===== src/rtl/cpu_clk_ctrl_pkg.sv =====
// cpu_clk_ctrl_pkg: shared state encodings, widths and prescaler helper for cpu_clk_ctrl
package cpu_clk_ctrl_pkg;
  localparam int STATE_W = 2;
  localparam int PRE_W = 7;
  localparam int CYC_W = 16;
  typedef enum logic [STATE_W-1:0] {STOP = 2'd0, RUN = 2'd1, STEP = 2'd2} state_e;
  function automatic logic [PRE_W-1:0] pre_max(input logic [2:0] d);
    return PRE_W'((8'd1 << d) - 8'd1);
  endfunction
endpackage


===== src/rtl/edge_det.sv =====
// edge_det: one-cycle rising-edge pulse, suppressing a level already high when rst releases
module edge_det (
  input  logic clk,
  input  logic rst,
  input  logic in,
  output logic rise
);
  logic prev_q, prev_d, armed_q, armed_d;
  always_comb begin
    prev_d = in;
    armed_d = 1'b1;
  end
  always_ff @(posedge clk) begin
    if (rst) begin
      prev_q <= 1'b0;
      armed_q <= 1'b0;
    end else begin
      prev_q <= prev_d;
      armed_q <= armed_d;
    end
  end
  assign rise = armed_q && in && !prev_q;
endmodule


===== src/rtl/cpu_clk_ctrl.sv =====
// cpu_clk_ctrl: run/step/halt CPU tick generator; CPU_CLK_CTRL_CYCLE_CNT_EN adds a cyc_cnt output
module cpu_clk_ctrl
  import cpu_clk_ctrl_pkg::*;
(
  input  logic               clk,
  input  logic               rst,
  input  logic               run_req,
  input  logic               step_req,
  input  logic               hlt_in,
  input  logic [2:0]         div_sel,
  output logic               clk_en,
  output logic [STATE_W-1:0] state,
  output logic               halted
`ifdef CPU_CLK_CTRL_CYCLE_CNT_EN
  ,
  output logic [CYC_W-1:0]   cyc_cnt
`endif
);
  state_e state_q, state_d;
  logic [PRE_W-1:0] pre_q, pre_d;
  logic [2:0] d_q, d_d;
  logic halted_q, halted_d;
  logic step_rise, active, wrap;
  edge_det u_step_edge (.clk(clk), .rst(rst), .in(step_req), .rise(step_rise));
  always_comb begin
    active = state_q == RUN || state_q == STEP;
    wrap = pre_q == pre_max(d_q);
    clk_en = active && wrap && !hlt_in;
    state_d = STOP;
    pre_d = active ? (wrap ? '0 : pre_q + PRE_W'(1)) : pre_q;
    d_d = d_q;
    halted_d = halted_q;
    if (state_q == STOP && !halted_q && (run_req || step_rise)) begin
      state_d = run_req ? RUN : STEP;
      pre_d = '0;
      d_d = div_sel;
    end else if (active && hlt_in) halted_d = 1'b1;
    else if (state_q == RUN && run_req) state_d = RUN;
    else if (state_q == STEP && !clk_en) state_d = STEP;
  end
  always_ff @(posedge clk) begin
    if (rst) begin
      state_q <= STOP;
      pre_q <= '0;
      d_q <= '0;
      halted_q <= 1'b0;
    end else begin
      state_q <= state_d;
      pre_q <= pre_d;
      d_q <= d_d;
      halted_q <= halted_d;
    end
  end
  assign state = state_q;
  assign halted = halted_q;
`ifdef CPU_CLK_CTRL_CYCLE_CNT_EN
  logic [CYC_W-1:0] cyc_q, cyc_d;
  always_comb cyc_d = cyc_q + CYC_W'(clk_en);
  always_ff @(posedge clk) begin
    if (rst) cyc_q <= '0;
    else cyc_q <= cyc_d;
  end
  assign cyc_cnt = cyc_q;
`endif
endmodule


===== config.mk =====
export PLATFORM = sky130hd
export DESIGN_NAME = cpu_clk_ctrl
export DESIGN_NICKNAME = d
export VERILOG_FILES = /design/src/rtl/cpu_clk_ctrl_pkg.sv /design/src/rtl/edge_det.sv /design/src/rtl/cpu_clk_ctrl.sv
export SDC_FILE = /design/constraint.sdc
export NUM_CORES = 1
export LEC_CHECK = 0
export CORE_MARGIN = 2
export CORE_UTILIZATION = 24
export CTS_BUF_LIST = sky130_fd_sc_hd__clkbuf_2
export DETAILED_ROUTE_END_ITERATION = 10
export PLACE_DENSITY = 0.39
export REMOVE_ABC_BUFFERS = 1
export SLEW_MARGIN = 25
export SYNTH_ARGS = -nofsm -noshare
export SYNTH_HDL_FRONTEND = slang
export SYNTH_SLANG_ARGS = --single-unit

===== constraint.sdc =====
create_clock -name clk -period 1.8 [get_ports clk]
set_input_delay 0.36 -clock clk [delete_from_list [all_inputs] [get_ports clk]]
set_output_delay 0.36 -clock clk [all_outputs]
set_load 0.005 [all_outputs]

==> metrics, run 1 <==
top cells by area, synth=dfxtp_1, ha_1, xnor2_1; Slew Limit Fails=0; pre-CTS setup slack=-505 ps; Tot Pwr=0.000750 W; Post-CTS Hold Fix Bufs=0; final clock skew=between 4 and 5 ps; clk buf depth=2; total core area=approximately 3100 µm²; total track usage=0.117; number of I/O port buffers=11; PwrDens=589 nW/µm²; Detail Placement HPWL=roughly 1.4 mm; total global routing overflow=0; synthesized cell area=between 700 and 800 µm²; Max Clock Freq=between 0.4 and 0.5 GHz; # IOs=12; initial antenna violation count=0; Worst-Skew Late Latency=~280 ps; Seq pwr share=0.474; P_leak=approximately 0.5 nW; Num CTS Buffers=3; TritonCTS clock tree=done; most frequent cells after synthesis=dfxtp_1, nor3_1, inv_1, nand2_1, nor2_1; Clock transition at path regs=150 ps; die extent in y=just over 60 µm; failing checks=negative setup slack; FP Rows=20; Sw Share=0.295; vias in the first global route=just over 700; critical path type=flip-flop to output port; MaxCap Viol Count=0; WP data arrival=approximately 1800 ps; combinational share of power=0.300; Fin. Hold Viols=0; post-synth cell types=32; number of flops mapped to enable cells by yosys=0; H-tree Lvls=1; top-area cell type share of the netlist area=0.377; run status=finished, violations left; pin count of the biggest net entering global routing=9; final WL=between 1.5 and 2 mm; maximum vdd drop=~0.22 mV; crit path max fanout=3; Async S/R FF share, synth=0; Critical Path RT=about 1400 ps; Starting Density=0.257; min-delay worst type=flip-flop to flip-flop; Die X=slightly above 60 µm; final core occ=0.410; Synth Warn #=0; startpoint types=flip-flop; Antenna diodes=0; Final setup viols=1; clock sink count=15; period utilization=1.18; vias per inst=approximately 4.3; drt wl/cell=between 10 and 15 µm; detailed-route via count=between 700 and 800; proportion of layout cells with a drive suffix above 1=0.398; DRC=0; Root Driver=clkbuf_2; Clk pwr share=0.226; Int Power=roughly 0.00053 W; area leader, netlist=dfxtp_1; sequential fraction of the synthesis area=0.377; Routed Antenna Nets=0; first drt pass iteration count=4; actual slew at the worst max-slew pin=between 400 and 500 ps; global-route wire length before repair=between 3 and 4 mm; P&R area growth vs syn=59.8%; final worst slack=-327 ps; switching pwr=between 0.0002 and 0.00025 W; crit path time final=approximately 2100 ps; final net count=between 100 and 150; crit end category=output port; Mean Syn Cell Area=8.86 µm²; Post-Synthesis Cells=90; TNS Setup=-327 ps; Iter 0 DRT Violations=14; synthesis-stage register bit count=15; RePlAce Congestion=0.800; Die ar.=roughly 3800 µm²; unrepaired setup endpoints after global routing=true; count leader, synth=dfxtp_1; Worst slew margin=0.696; final hold slack=~520 ps; most used flip-flop cell after synthesis=dfxtp_1
[repair_timing]
action | CTS | global route
buffers inserted | 2 | 0
endpoints found under the setup margin | 8 | 9
pin swaps | 10 | 0
resized for setup | 17 | 9
[cells in the final DEF, fill, tap and decap left out, types with 5 or more instances in the layout]
master           instances
nor3_2                   7
buf_4                   23
clkdlybuf4s50_1         10
nor2_1                   6
inv_1                    7
xnor2_1                  5
dfxtp_1                 11
nand2_1                  7
[state kept, by name, summed over array words and instances (netlist names)]
| signal | flops |
|---|---|
| u_step_edge.armed_q | 1 |
| d_q | 3 |
| u_step_edge.prev_q | 1 |
| halted | 1 |
| pre_q | 7 |
| state | 2 |
[layout make-up]
class                      instances  area (µm²)
fill                             321        1830
inverter                           7        26.3
tap                               44        55.1
clock buffer                       4        20.0
timing repair buffer              37         320
multi-input combinational         65         547
sequential                        15         305
[layer usage]
| layer | GRT usage | vias to the layer above | share of wire | wire [µm] |
|---|---|---|---|---|
| met2 | 0.174 | 8 | 0.48 | 925 |
| met1 | 0.161 | 341 | 0.48 | 936 |
| met4 | 0.0608 | 0 | 0.016 | 32 |
| met3 | 0.0210 | 4 | 0.027 | 52 |
| met5 | 0 | - | 0 | 0 |
| li1 | - | 392 | - | - |
[metrics by stage]
stage,cell area (µm²),instances
floorplan,785,87
CTS,1230,172
global placement,1140,166
detailed placement,1140,166
finish,1270,172
global route,1270,172
[critical path, cell delays in order, from the launching register on]
cell and delay [ps]:
dfxtp_2 350, or4_1 520, nor2_1 100, a311oi_1 80
nor4_2 260, buf_2 170
[power groups by stage]
stage          combinational, W  sequential, W  clock, W
2_1_floorplan         0.0000862       0.000363         0
3_3_place_gp           0.000185       0.000360         0
3_5_place_dp           0.000185       0.000361         0
4_1_cts                0.000200       0.000355  0.000179
5_1_grt                0.000244       0.000358  0.000190
6_report               0.000225       0.000355  0.000170
[final timing paths]
path / from / endpoint / slack, ps / cells after the start
worst max-delay path: pre_q[3] / clk_en / -330 / 5
worst min-delay path: halted / halted / 520 / 2
worst max register to register: d_q[0] / pre_q[5] / 10 / 7
worst min register to register: halted / halted / 520 / 2
[logic make-up after synthesis]
family / Yosys count / synth area share
AOI/OAI and AO/OA: 10 / 0.0879
buffers and inverters: 10 / 0.0487
DFF: 15 / 0.377
xor gates and xnor gates: 7 / 0.0769
and+or+nand+nor: 39 / 0.284
adders and majority gates: 5 / 0.0754
muxes: 4 / 0.0502
Power figures use the tool's default switching activity.
==> run 2: changes to the inputs <==
Settings changed: HOLD_SLACK_MARGIN set to 0.03.
==> results of run 2 <==
The final DEF is identical to that of run 1; final timing and power are the same.
